### config.mk
export PLATFORM = sky130hd
export DESIGN_NAME = fb_arb_ctrl
export DESIGN_NICKNAME = d
export VERILOG_FILES = /design/src/rtl/fb_arb_ctrl.sv
export SDC_FILE = /design/constraint.sdc
export NUM_CORES = 1
export LEC_CHECK = 0
export CORE_MARGIN = 3
export CORE_UTILIZATION = 35
export DETAILED_ROUTE_END_ITERATION = 10
export PLACE_DENSITY = 0.66
export SETUP_SLACK_MARGIN = 0.05
export SLEW_MARGIN = 30
export SYNTH_ARGS = -nofsm -noshare
export SYNTH_HDL_FRONTEND = slang
export SYNTH_SLANG_ARGS = --single-unit
export TNS_END_PERCENT = 30
### constraint.sdc
create_clock -name clk -period 2.1 [get_ports clk]
set_input_delay 0.21 -clock clk [delete_from_list [all_inputs] [get_ports clk]]
set_output_delay 0.21 -clock clk [all_outputs]
set_load 0.05 [all_outputs]
### src/rtl/fb_arb_ctrl.sv
// Frame-buffer arbiter: alternates write and read bursts to shared memory and
// rotates the write/read frame-buffer indices as frames complete.
module fb_arb_ctrl #(
  parameter int WR_BURST_SIZE = 16,
  parameter int RD_BURST_SIZE = 16,
  parameter int NUM_FB        = 3,
  parameter int DROP_MODE     = 1
) (
  input  logic        clk,
  input  logic        reset,
  input  logic        init_done,
  input  logic        wr_avail,
  input  logic        wr_ready,
  input  logic        rd_space,
  input  logic        rd_ready,
  input  logic        frame_wr_done,
  input  logic        frame_rd_done,
  output logic        wr_en,
  output logic        rd_en,
  output logic [1:0]  wr_fb,
  output logic [1:0]  rd_fb,
  output logic        wr_stall,
  output logic [31:0] frame_num,
  output logic [15:0] drop_cnt,
  output logic [15:0] repeat_cnt
);

  typedef enum logic [1:0] {S_IDLE, S_WR_BRST, S_RD_BRST} state_t;

  localparam logic [4:0] WR_LAST = 5'(WR_BURST_SIZE - 1);
  localparam logic [4:0] RD_LAST = 5'(RD_BURST_SIZE - 1);

  state_t     state;
  state_t     state_nxt;
  logic       burst_exit;
  logic [4:0] beat_cnt;
  logic [1:0] latest;
  logic       latest_valid;
  logic       wr_free_ok;
  logic [1:0] wr_free_idx;
  logic [1:0] rd_free_idx;
  logic [1:0] sim_free_idx;

  function automatic logic [15:0] sat_inc16(input logic [15:0] v);
    return (v == 16'hFFFF) ? v : v + 16'd1;
  endfunction

  // Lowest buffer index that is neither ex_a nor ex_b.
  function automatic logic [1:0] free_idx(input logic [1:0] ex_a, input logic [1:0] ex_b);
    logic [1:0] idx;
    idx = 2'd0;
    for (int i = NUM_FB - 1; i >= 0; i--) begin
      if (2'(i) != ex_a && 2'(i) != ex_b) idx = 2'(i);
    end
    return idx;
  endfunction

  function automatic logic free_ok(input logic [1:0] ex_a, input logic [1:0] ex_b);
    logic ok;
    ok = 1'b0;
    for (int i = 0; i < NUM_FB; i++) begin
      if (2'(i) != ex_a && 2'(i) != ex_b) ok = 1'b1;
    end
    return ok;
  endfunction

  assign wr_en = (state == S_WR_BRST) & wr_avail & wr_ready & ~wr_stall;
  assign rd_en = (state == S_RD_BRST) & rd_space & rd_ready;

  assign wr_free_ok   = free_ok(rd_fb, wr_fb);
  assign wr_free_idx  = free_idx(rd_fb, wr_fb);
  assign rd_free_idx  = free_idx(latest, latest);
  assign sim_free_idx = free_idx(wr_fb, wr_fb);

  always_comb begin
    state_nxt  = state;
    burst_exit = 1'b0;
    case (state)
      S_IDLE: begin
        if (init_done) state_nxt = S_WR_BRST;
      end
      S_WR_BRST: begin
        burst_exit = (wr_en && beat_cnt == WR_LAST) || !wr_avail || wr_stall;
        if (burst_exit) state_nxt = rd_space ? S_RD_BRST : S_WR_BRST;
      end
      S_RD_BRST: begin
        burst_exit = (rd_en && beat_cnt == RD_LAST) || !rd_space;
        if (burst_exit) state_nxt = (wr_avail && !wr_stall) ? S_WR_BRST : S_RD_BRST;
      end
      default: state_nxt = S_IDLE;
    endcase
  end

  always_ff @(posedge clk or posedge reset) begin
    if (reset) begin
      state    <= S_IDLE;
      beat_cnt <= 5'd0;
    end else begin
      state <= state_nxt;
      if (burst_exit || state_nxt != state) beat_cnt <= 5'd0;
      else if (wr_en || rd_en)              beat_cnt <= beat_cnt + 5'd1;
    end
  end

  // Buffer rotation; a simultaneous write+read completion hands the fresh frame
  // straight to the reader, and a stalled writer ignores its own done pulse.
  always_ff @(posedge clk or posedge reset) begin
    if (reset) begin
      wr_fb        <= 2'd1;
      rd_fb        <= 2'd0;
      latest       <= 2'd0;
      latest_valid <= 1'b0;
      wr_stall     <= 1'b0;
      frame_num    <= 32'd0;
      drop_cnt     <= 16'd0;
      repeat_cnt   <= 16'd0;
    end else if (state != S_IDLE) begin
      if (frame_wr_done && frame_rd_done) begin
        latest       <= wr_fb;
        latest_valid <= 1'b0;
        rd_fb        <= wr_fb;
        wr_fb        <= sim_free_idx;
        wr_stall     <= 1'b0;
        frame_num    <= frame_num + 32'd1;
      end else if (frame_wr_done && !wr_stall) begin
        latest       <= wr_fb;
        latest_valid <= 1'b1;
        if (wr_free_ok) begin
          wr_fb <= wr_free_idx;
        end else if (DROP_MODE != 0) begin
          // Only an already-pending frame counts as dropped; with none pending
          // the writer simply keeps its current buffer.
          if (latest_valid) begin
            wr_fb    <= latest;
            drop_cnt <= sat_inc16(drop_cnt);
          end
        end else begin
          wr_stall <= 1'b1;
        end
      end else if (frame_rd_done) begin
        frame_num <= frame_num + 32'd1;
        if (latest_valid) begin
          rd_fb        <= latest;
          latest_valid <= 1'b0;
          if (wr_stall || latest == wr_fb) begin
            wr_fb    <= rd_free_idx;
            wr_stall <= 1'b0;
          end
        end else begin
          repeat_cnt <= sat_inc16(repeat_cnt);
        end
      end
    end
  end

endmodule

==> Word-level counts from Yosys, hierarchy flattened <==
Cells that the tools add are included.
{ "totals": {"input_bits": 9, "word_cells": 123, "out_inout_bits": 71, "register_bits": 79} }
{ "op_classes": {"n_eq_ne": 14, "bitwise_logic": 12, "reduce_logical": 39, "addsub": 4, "muxes": 44} }
{ "op_table": {"columns": ["operator", "count"], "rows": [
  ["32-bit two-way mux", 3],
  ["2-bit two-way mux", 26],
  ["16-bit by 1-bit adder with 16-bit output, second input constant", 2],
  ["32-bit by 1-bit adder with 32-bit output, second input constant", 1],
  ["16-bit equality test, second input constant", 2],
  ["2-bit nonzero test", 9],
  ["6-bit AND reduction", 2],
  ["3-bit nonzero test", 4],
  ["1-bit two-way mux", 11],
  ["5-bit two-way mux", 2],
  ["5-bit AND reduction", 2],
  ["1-bit logical AND", 8],
  ["1-bit NOT", 7],
  ["1-bit logical OR", 6],
  ["1-bit by 2-bit inequality test with 1-bit output, first input constant", 3],
  ["2-bit inequality test, first input constant", 3],
  ["2-bit one-hot mux with 3 select lines", 1],
  ["5-bit by 1-bit adder with 5-bit output, second input constant", 1],
  ["1-bit bitwise AND", 5],
  ["5-bit by 4-bit equality test with 1-bit output, second input constant", 1],
  ["2-bit AND reduction", 2],
  ["4-bit AND reduction", 1],
  ["1-bit zero test", 3],
  ["3-bit AND reduction", 1],
  ["7 further kinds", 7]
]} }

==> Longest topological paths before layout <==
Gate-level depths: netlist (run 1).
{ "depth": {"ltp_word": 12, "mapped_depth": 8} }

==> Least setup slack after synthesis (run 1) <==
Ideal clock, no wire load.
{ "synth_path": {"path_kind": "reg2reg", "startpoint": "register beat_cnt[0]", "endpoint": "register beat_cnt[4]", "required_ns": 1.993, "path_slack_ns": -0.164, "t_arrival_ns": 2.157, "n_path_buf": 0, "path_stages_with_launch": 9, "cell_sequence": "dfrtp_1 > ha_1 > and3_1 > ha_1 > a21boi_2 > mux2i_1 > a2111o_1 > o311ai_2 > a2111oi_4"} }
{ "synth_via": {"elab_chain_cells": 9, "elab_cells_between_ends": 16} }
{ "synth_lines": {"columns": ["item", "line_no", "rtl"], "rows": [
  ["from (decl)", "36", "logic [4:0] beat_cnt;"],
  ["from (signal assigned)", "101", "else if (wr_en || rd_en) beat_cnt <= beat_cnt + 5'd1;"],
  ["5-bit by 4-bit equality test with 1-bit output", "83, 87", null],
  ["1-bit logical AND", "83", "burst_exit = (wr_en && beat_cnt == WR_LAST) || !wr_avail || wr_stall;"],
  ["1-bit logical OR (2 in a row)", "83", null],
  ["2-bit two-way mux", "84", "if (burst_exit) state_nxt = rd_space ? S_RD_BRST : S_WR_BRST;"],
  ["2-bit one-hot mux with 3 select lines", "78", "case (state)"],
  ["2-bit inequality test", "100", "if (burst_exit || state_nxt != state) beat_cnt <= 5'd0;"],
  ["1-bit logical OR", "100", null],
  ["5-bit two-way mux or 2-bit nonzero test (tied branches)", null, null]
]} }
Several ways; a longest one is shown, not always the timed one. The select of a mux whose other input is x is not followed.
A chain may end at the register's enable or synchronous reset.

==> Worst setup path in the final report (run 1) <==
Ends and elaborated chain as after synthesis.

==> impl_metrics.csv, run 1 <==
group,metric,value,unit
status,status,"finished with violations",
status,violations,"setup timing",
drt,met2_length,3690,µm
yosys,ys_seq_area_share,53.0,%
yosys,yosysWarnings,0,
worst_setup_path,arrival,2.41,ns
drt,wl_per_cell,13.4,µm
finish,syn_to_final_growth,35.5,%
timing,tightest_slew,0.530,ns
timing,period_share,103,%
drt,wl_met3,312,µm
floorplan,die-height,109,µm
yosys,synth-edff-count,0,
worst_setup_path,worstSetupPathType,"reg -> reg",
drt,dr.pass1.iters,4,
global_route,grt_max_degree,79,
drt,drc,0,
timing,fmax,0.460,GHz
timing,slew_viol_final,0,
worst_setup_path,r2r_start,"beat_cnt[0]",
timing,maxSlewHeadroom,64.5,%
place,post-place-ws,-0.145,ns
drt,wirelength,7310,µm
place,hpwl,5310,µm
yosys,synth_ff_type,"dfrtp_1",
drt,wl_met1,3240,µm
drt,drt-initial-drc-count,53,
global_route,grt_antenna_before_repair,0,
clock_tree,h-tree-depth,3,
floorplan,die_area,11800,µm²
floorplan,rows,36,
worst_setup_path,start_kind,"flip-flop",
floorplan,start_util,36.9,%
clock_tree,cts_tree,"yes",
global_route,grt_util_all_layers,13.1,%
finish,drive_above_1_share,18.0,%
clock_tree,clkTransAtPathRegs,0.09,ns
yosys,synthTopCellsByCount,"dfrtp_1, xnor2_1, nand2_1",
power,finalPower,5.04,mW
drt,vias,2588,
power,p_leak,2.19,nW
floorplan,chipWidth,109,µm
worst_setup_path,cp-end-kind,"flip-flop",
place,dpl.cell_count,524,
clock_tree,worst_skew_pair.late_latency,0.34,ns
drt,detail-route-antenna-nets,0,
clock_tree,cts_buffer_depth,2,
power,powerDensity,1010,nW/µm²
timing,fin_crit,2.17,ns
yosys,synth_area_per_cell,11.5,µm²
run,max_cap_violations,0,
yosys,netlist-cell-type-count,55,
clock_tree,cts.hold.buffers_added,0,
yosys,syn_inst,321,
floorplan,pin_count,80,
timing,rsz0062_at_grt,"yes",
yosys,synth_largest_area_cell,"dfrtp_1",
finish,num-nets-final,424,
place,numPortBuffers,78,
global_route,grt_pass1_wl,12300,µm
timing,layout_setup_ws,-0.0734,ns
timing,hold_viol_final,0,
worst_setup_path,timing.rr.end,"beat_cnt[4]",
yosys,synth_nets,338,
global_route,grt_pass1_vias,2623,
yosys,synth.most_common_cell,"dfrtp_1",
clock_tree,cts.sinks,78,
worst_setup_path,ff2ff_path_depth,9,
yosys,ys_ff_latch,78,
finish,instances_no_fill,545,
floorplan,core_area,10000,µm²
worst_setup_path,rrSetupSlack,-0.07,ns
clock_tree,clockRootBuffer,"clkbuf_8",
worst_setup_path,critPathRequiredTime,2.34,ns
yosys,async_reset_ff_share,100,%
timing,finalSetupViolations,5,
drt,dr.max_layer_used,"met4",
finish,n_antenna_cell,0,
yosys,syn_area,3690,µm²
global_route,grt_overflow,0,
place,gp_congestion,0.806,
yosys,yosys.area.top_type_share,52.2,%
timing,finClkSkew,0.0133,ns
drt,vias_per_cell,4.75,
power,vdd_ir_drop_max,0.577,mV
hold_path,hold_path.class,"in -> async",
clock_tree,cts_buffers,9,
worst_setup_path,worst-path-max-fanout,5,
yosys,synth.area.top_cells,"dfrtp_1, xnor2_1, xor2_1",
==> area by class of cell <==
class / count / area, µm²
fillers: 928 / 5000
flip-flops and latches: 78 / 1950
multi-input cells: 210 / 1670
repair buffers: 96 / 952
well taps: 133 / 166
clock buffers: 11 / 141
clock inverters: 5 / 63.8
inverters: 12 / 48.8
==> registers in the layout, summed over array words and instances, names as in the netlist <==
name / cells
drop_cnt: 16
repeat_cnt: 16
beat_cnt: 5
wr_fb: 2
frame_num: 32
latest_valid: 1
state: 2
latest: 2
rd_fb: 2
==> worst max-delay path, cell delays in order (launching register included) <==
cell and delay, ns:
dfrtp_1 0.40, ha_2 0.19, and3_4 0.18, ha_4 0.17, a21boi_4 0.16, mux2i_2 0.30, a2111o_1 0.24, o311ai_4 0.11
buf_6 0.16, a2111oi_4 0.16
==> through the flow <==
step / hold WS (ns) / TNS (ns) / utilization, % / area (µm²)
after floorplan: 0.425 / -0.221 / - / 3740
after global placement: 0.364 / -0.0628 / 47.3 / 4730
after detailed placement: 0.365 / -0.356 / 47.3 / 4730
after CTS: 0.342 / -0.317 / 49.5 / 4950
after global routing: 0.373 / -0.632 / 50.0 / 5000
final: 0.336 / -0.117 / 50.0 / 5000
==> power breakdown <==
group | internal [mW] | switching (mW) | total, mW
Clock | 0.596 | 0.560 | 1.16
Sequential | 1.70 | 0.269 | 1.97
Combinational | 0.800 | 1.12 | 1.92
==> placed cells by master (no fill, tap or decap), types with 3 or more instances in the layout <==
cell | synthesis | final
a21oi_1 | 4 | 4
buf_12 | 0 | 3
clkdlybuf4s50_1 | 0 | 76
nand2_1 | 24 | 23
and4_1 | 5 | 5
o21ai_0 | 5 | 5
ha_1 | 8 | 6
inv_1 | 12 | 11
nor2_1 | 19 | 18
xor2_1 | 16 | 16
dfrtp_1 | 77 | 77
mux2i_1 | 6 | 4
nand3_1 | 16 | 16
inv_6 | 0 | 3
mux2_2 | 5 | 5
xnor2_1 | 34 | 34
buf_4 | 2 | 16
nand4_1 | 13 | 13
nor3_1 | 7 | 6
clkbuf_8 | 0 | 10
and3_1 | 6 | 3
==> routing by layer <==
layer,GRT usage [%],vias up
li1,-,1270
met2,21.3,49
met5,0,-
met3,3.55,8
met4,3.79,0
met1,17.2,1261
==> what timing repair did <==
action,CTS,global route
pin swaps,9,9
gates resized for setup,1,6
buffers inserted,2,3
endpoints found under the setup margin,8,19
==> logic make-up (layout without fill, tap and decap cells) <==
group | Yosys count | in the layout | synth area share, %
multiplexers | 11 | 11 | 3.15
XOR/XNOR | 50 | 50 | 11.9
AND/OR/NAND/NOR | 111 | 111 | 18.1
buffers and inverters | 33 | 124 | 3.60
other | 1 | 1 | 0.102
AO/OA/AOI/OAI | 29 | 29 | 7.53
adder cells (fa/ha/maj) | 8 | 8 | 2.71
flip-flops | 78 | 78 | 53.0
==> worst max path at each step <==
stage / startpoint / to / slack, ns / cells after the start
final: beat_cnt[0] / beat_cnt[4] / -0.07 / 9
after global routing: beat_cnt[0] / beat_cnt[4] / -0.14 / 9
after CTS: beat_cnt[1] / beat_cnt[1] / -0.09 / 8
after detailed placement: beat_cnt[0] / beat_cnt[4] / -0.14 / 8
after global placement: beat_cnt[0] / beat_cnt[4] / -0.06 / 8
after floorplan: state[0] / repeat_cnt[7] / -0.05 / 7
(Power assumes the default switching activity.)
==> run 2, diff against run 1 <==
==> constraint.sdc (replaced) <==
create_clock -name clk -period 1.8 [get_ports clk]
set_input_delay 0.18 -clock clk [delete_from_list [all_inputs] [get_ports clk]]
set_output_delay 0.18 -clock clk [all_outputs]
set_load 0.05 [all_outputs]
==> run 2 against run 1 <==
  * Worst hold slack got worse by 0.15 ns
  * Highest routed layer unchanged
  * Combinational power rose by 35%
  * Sequential power rose by 13%
  * Die area did not move
  * The flow still finishes with violations (setup timing)
  * Clock-buffer cell count down 2
==> impl_metrics.csv, run 2 (synthesis gave the netlist of run 1 again) <==
group,metric,value,unit
power,p_leak,2.80,nW
timing,rsz0062_at_grt,"yes",
power,powerDensity,1150,nW/µm²
timing,finClkSkew,0.0146,ns
power,p_int,3.74,mW
global_route,grt_overflow,0,
timing,layout_setup_ws,-0.353,ns
drt,detail-route-antenna-nets,0,
place,gp_congestion,0.842,
power,sequentialPowerShare,36.0,%
finish,largest_reg_flops,32,
finish,layout_commonest_cell,"dfrtp_1",
finish,fin_area,5410,µm²
finish,syn_to_final_growth,46.6,%
worst_setup_path,start_kind,"flip-flop",
worst_setup_path,critPathRequiredTime,2.04,ns
timing,period_share,120,%
clock_tree,clkTransAtPathRegs,0.10,ns
floorplan,start_util,36.9,%
floorplan,chipWidth,109,µm
finish,layout_common_cells,"dfrtp_1, buf_4, dlygate4sd2_1",
clock_tree,h-tree-depth,3,
timing,fmax,0.464,GHz
floorplan,die-height,109,µm
drt,vias_per_cell,4.79,
timing,hold_viol_final,0,
place,dpl_cell_area,4980,µm²
hold_path,hold_path.class,"in -> async",
clock_tree,clockRootBuffer,"clkbuf_8",
global_route,grt_util_all_layers,15.1,%
finish,nFillCells,910,
global_route,grt_antenna_before_repair,0,
worst_setup_path,arrival,2.39,ns
finish,regMostFlops,"frame_num",
floorplan,die_area,11800,µm²
power,p_sw_share,39.6,%
status,status,"finished with violations",
worst_setup_path,cp-end-kind,"flip-flop",
timing,tightest_slew,0.526,ns
worst_setup_path,worst-path-max-fanout,5,
floorplan,rows,36,
timing,fin_crit,2.15,ns
power,p_clk_share,22.0,%
floorplan,pin_count,80,
finish,drive_above_1_share,32.9,%
timing,slew_viol_final,0,
global_route,grt_max_degree,21,
clock_tree,cts.sinks,78,
floorplan,core_area,10000,µm²
status,violations,"setup timing",
place,post-place-ws,-0.409,ns
timing,finalSetupViolations,7,
global_route,grt_pass1_wl,14200,µm
finish,n_antenna_cell,0,
place,hpwl,6170,µm
drt,drt-initial-drc-count,84,
clock_tree,worst_skew_pair.late_latency,0.35,ns
clock_tree,cts_buffers,9,
power,comb_power_share,42.0,%
power,vdd_ir_drop_max,0.630,mV
drt,drc,0,
timing,totalNegativeSetupSlack,-1.81,ns
drt,wirelength,8460,µm
drt,wl_per_cell,14.4,µm
clock_tree,cts_tree,"yes",
drt,dr.pass1.iters,4,
place,numPortBuffers,78,
global_route,grt_pass1_vias,2939,
finish,top_regs,"frame_num (32), drop_cnt (16), repeat_cnt (16)",
drt,vias,2819,
clock_tree,cts_buffer_depth,2,
finish,num-nets-final,468,
run,max_cap_violations,0,
timing,maxSlewHeadroom,64.9,%
worst_setup_path,worstSetupPathType,"reg -> reg",
power,p_switching,2.45,mW
[run 2: worst paths after layout]
kind	endpoint	start	slack, ns	depth (start not counted)
min reg2reg	drop_cnt[9]	drop_cnt[9]	0.38	0
max in group asynchronous	drop_cnt[8]	reset	1.05	3
min in group clk	drop_cnt[9]	drop_cnt[9]	0.38	0
max	beat_cnt[4]	beat_cnt[1]	-0.35	9
min	frame_num[1]	reset	0.18	2
max reg2reg	beat_cnt[4]	beat_cnt[1]	-0.35	9
[run 2: layout make-up]
type / count / area [µm²] / share of cell area (%)
sequential: 78 / 1950 / 36.1
tap: 133 / 166 / 3.08
multi-input combinational: 210 / 1800 / 33.3
clock inverter: 7 / 81.3 / 1.50
timing repair buffer: 140 / 1230 / 22.8
inverter: 12 / 48.8 / 0.902
clock buffer: 9 / 124 / 2.29
[run 2: metrics by stage]
step	total power [mW]	cells	util (%)	hold slack, ns
final	6.19	589	54.1	0.182
after CTS	6.10	583	52.7	0.172
after global placement	4.57	563	49.8	0.364
after global routing	6.56	589	54.1	0.214
after detailed placement	4.64	563	49.8	0.367
after floorplan	3.80	321	-	0.395
[run 2: worst max-delay path, stage by stage (launching register included)]
cell and delay, ns:
dfrtp_1 0.39, ha_2 0.19, and3_4 0.15, ha_4 0.17
a21boi_4 0.20, mux2i_4 0.29, a2111o_1 0.21, o311ai_4 0.12
buf_12 0.17, a2111oi_4 0.16
[run 2: power by group through the flow]
stage / Sequential (mW) / Combinational (mW) / Clock (mW)
final: 2.23 / 2.60 / 1.36
after global placement: 2.25 / 2.32 / 0
after global routing: 2.27 / 2.80 / 1.49
after detailed placement: 2.26 / 2.38 / 0
after CTS: 2.23 / 2.45 / 1.42
after floorplan: 2.78 / 1.01 / 0
[run 2: what timing repair did]
action	4_1_cts	5_1_grt
buffers inserted	4	6
pin swaps	17	19
endpoints found under the setup margin	77	46
resized for setup	61	22
hold buffers	0	0
[run 2: layer usage]
metal / up-vias / global-route usage, % / part of all wire, %
met2: 58 / 25.8 / 52
li1: 1364 / - / -
met5: - / 0 / 0
met4: 0 / 4.33 / 0.98
met1: 1386 / 18.7 / 43
met3: 11 / 4.32 / 4.6
==> run 3, diff against run 2 <==
==> constraint.sdc (replaced) <==
create_clock -name clk -period 1.7 [get_ports clk]
set_input_delay 0.17 -clock clk [delete_from_list [all_inputs] [get_ports clk]]
set_output_delay 0.17 -clock clk [all_outputs]
set_load 0.05 [all_outputs]
==> run 3 against run 2 <==
  * The flow still finishes with violations (setup timing)
  * Fmax is essentially flat
  * Largest power group unchanged
  * Highest routed layer unchanged
  * Clock skew fell by 0.0021 ns
  * Global-route usage barely moved
==> impl_metrics.csv, run 3 (synthesis gave the netlist of run 1 again) <==
group,metric,value,unit
status,status,"finished with violations",
status,violations,"setup timing",
drt,vias,2831,
worst_setup_path,start_kind,"flip-flop",
finish,n_antenna_cell,0,
clock_tree,cts.sinks,78,
timing,fin_crit,2.15,ns
worst_setup_path,critical_path_buf_inv_count,1,
finish,nFillCells,910,
timing,rsz0062_at_grt,"yes",
clock_tree,clkTransAtPathRegs,0.08,ns
timing,period_share,127,%
clock_tree,clockRootBuffer,"clkbuf_8",
finish,syn_to_final_growth,47.2,%
timing,layout_setup_ws,-0.452,ns
floorplan,rows,36,
floorplan,start_util,36.9,%
worst_setup_path,worstPathCellList,"ha_2 > and3_4 > ha_4 > a21boi_4 > mux2i_2 > buf_4 > o211ai_1 > o21ai_2 > a2111oi_4",
worst_setup_path,cp-end-kind,"flip-flop",
drt,wl_per_cell,14.0,µm
timing,maxSlewHeadroom,66.0,%
timing,finClkSkew,0.0125,ns
drt,dr.pass1.iters,4,
run,max_cap_violations,0,
clock_tree,worst_skew_pair.late_latency,0.34,ns
clock_tree,cts.hold.buffers_added,0,
place,dpl.cell_count,574,
power,finalPower,6.61,mW
floorplan,pin_count,80,
clock_tree,h-tree-depth,3,
drt,vias_per_cell,4.71,
timing,hold_viol_final,0,
global_route,grt_pass1_vias,2940,
finish,regMostFlops,"frame_num",
floorplan,core_area,10000,µm²
drt,detail-route-antenna-nets,0,
global_route,grt_max_degree,31,
power,powerDensity,1220,nW/µm²
finish,instances_no_fill,601,
timing,slew_viol_final,0,
finish,largest_reg_flops,32,
clock_tree,cts_tree,"yes",
power,vdd_ir_drop_max,0.685,mV
worst_setup_path,arrival,2.39,ns
timing,finalSetupViolations,19,
worst_setup_path,worst-path-max-fanout,5,
global_route,grt_antenna_before_repair,0,
worst_setup_path,critPathRequiredTime,1.94,ns
worst_setup_path,critPathTopFamily,"compound AO/OA/AOI/OAI gates",
place,hpwl,6120,µm
place,gp_congestion,0.814,
finish,layout_common_cells,"buf_4, dfrtp_1, xnor2_1",
drt,wirelength,8400,µm
worst_setup_path,worstSetupPathType,"reg -> reg",
hold_path,hold_path.class,"in -> async",
timing,fmax,0.465,GHz
drt,drt-initial-drc-count,62,
worst_setup_path,critPathMaxStageDelay,0.39,ns
clock_tree,cts_buffers,9,
floorplan,die_area,11800,µm²
worst_setup_path,critical_path.slowest_cell,"dfrtp_1",
timing,whs,0.202,ns
global_route,grt_util_all_layers,15.1,%
power,p_leak,2.68,nW
clock_tree,cts_buffer_depth,2,
timing,tightest_slew,0.512,ns
floorplan,chipWidth,109,µm
finish,layout_commonest_cell,"buf_4",
global_route,grt_overflow,0,
finish,drive_above_1_share,41.7,%
drt,drc,0,
floorplan,die-height,109,µm
place,numPortBuffers,78,
finish,num-nets-final,480,
finish,top_regs,"frame_num (32), drop_cnt (16), repeat_cnt (16)",
global_route,grt_pass1_wl,14200,µm
==> run 3: cell count changes in the layout (fill, tap and decap cells not counted), sizes merged <==
cell / previous run / this run
inv: 14 / 13
clkinvlp: 1 / 3
bufinv: 1 / 2
clkdlybuf4s50: 16 / 8
dlymetal6s2s: 9 / 0
buf: 77 / 126
clkbuf: 9 / 10
dlygate4sd2: 38 / 18
clkinv: 3 / 0
==> run 3: timing repair <==
action                                  4_1_cts  5_1_grt
pin swaps                                    25       11
endpoints found under the setup margin       67       41
resized for setup                            46        7
setup buffers                                 8        3
==> run 3: routing by layer <==
layer  track usage, %  part of all wire (%)  vias to the layer above
met4             4.51                  0.86                        0
li1                 -                     -                     1381
met2             25.9                    51                       61
met1             19.2                    44                     1380
met5                0                     0                        -
met3             3.37                   4.2                        9
==> run 3: final cells by class <==
| cell class | count | area, µm² | area share [%] |
|---|---|---|---|
| well taps | 133 | 166 | 3.07 |
| inverters | 12 | 48.8 | 0.899 |
| repair buffers | 152 | 1260 | 23.1 |
| multi-input cells | 210 | 1780 | 32.9 |
| flip-flops and latches | 78 | 1950 | 36.0 |
| clock inverters | 6 | 92.6 | 1.71 |
| clock buffers | 10 | 128 | 2.35 |
==> run 3: worst register-to-register path, cell delays in order, from the launching register on <==
cell and delay [ns]:
dfrtp_1 0.39, ha_2 0.19, and3_4 0.15, ha_4 0.17, a21boi_4 0.23, mux2i_2 0.11
buf_4 0.14, o211ai_1 0.20, o21ai_2 0.15, a2111oi_4 0.32
==> run 3: final timing paths <==
path                             start             to  slack (ns)  cells past startpoint
hold reg to reg            drop_cnt[5]    drop_cnt[5]        0.37                      0
max in group asynchronous        reset   frame_num[7]        0.99                      3
min in group clk           drop_cnt[5]    drop_cnt[5]        0.37                      0
setup / recovery           beat_cnt[0]    beat_cnt[4]       -0.45                      9
setup reg to reg           beat_cnt[0]    beat_cnt[4]       -0.45                      9
hold / removal                   reset  frame_num[16]        0.20                      2
==> run 3: stage by stage <==
| step | utilization (%) | cell area [µm²] | setup slack [ns] | setup TNS (ns) |
|---|---|---|---|---|
| global placement | 50.0 | 5000 | -0.445 | -6.13 |
| floorplan | - | 3740 | -0.448 | -14.19 |
| detailed placement | 50.0 | 5000 | -0.500 | -7.68 |
| global route | 54.3 | 5430 | -0.562 | -5.63 |
| CTS | 53.7 | 5370 | -0.432 | -3.02 |
| finish | 54.3 | 5430 | -0.452 | -3.56 |
==> run 3: where the power goes <==
part / switching [mW] / internal [mW] / leakage, nW
logic: 1.59 / 1.17 / 1.51
clock network: 0.686 / 0.838 / 0.104
registers: 0.228 / 2.10 / 1.06
total: 2.50 / 4.11 / 2.68
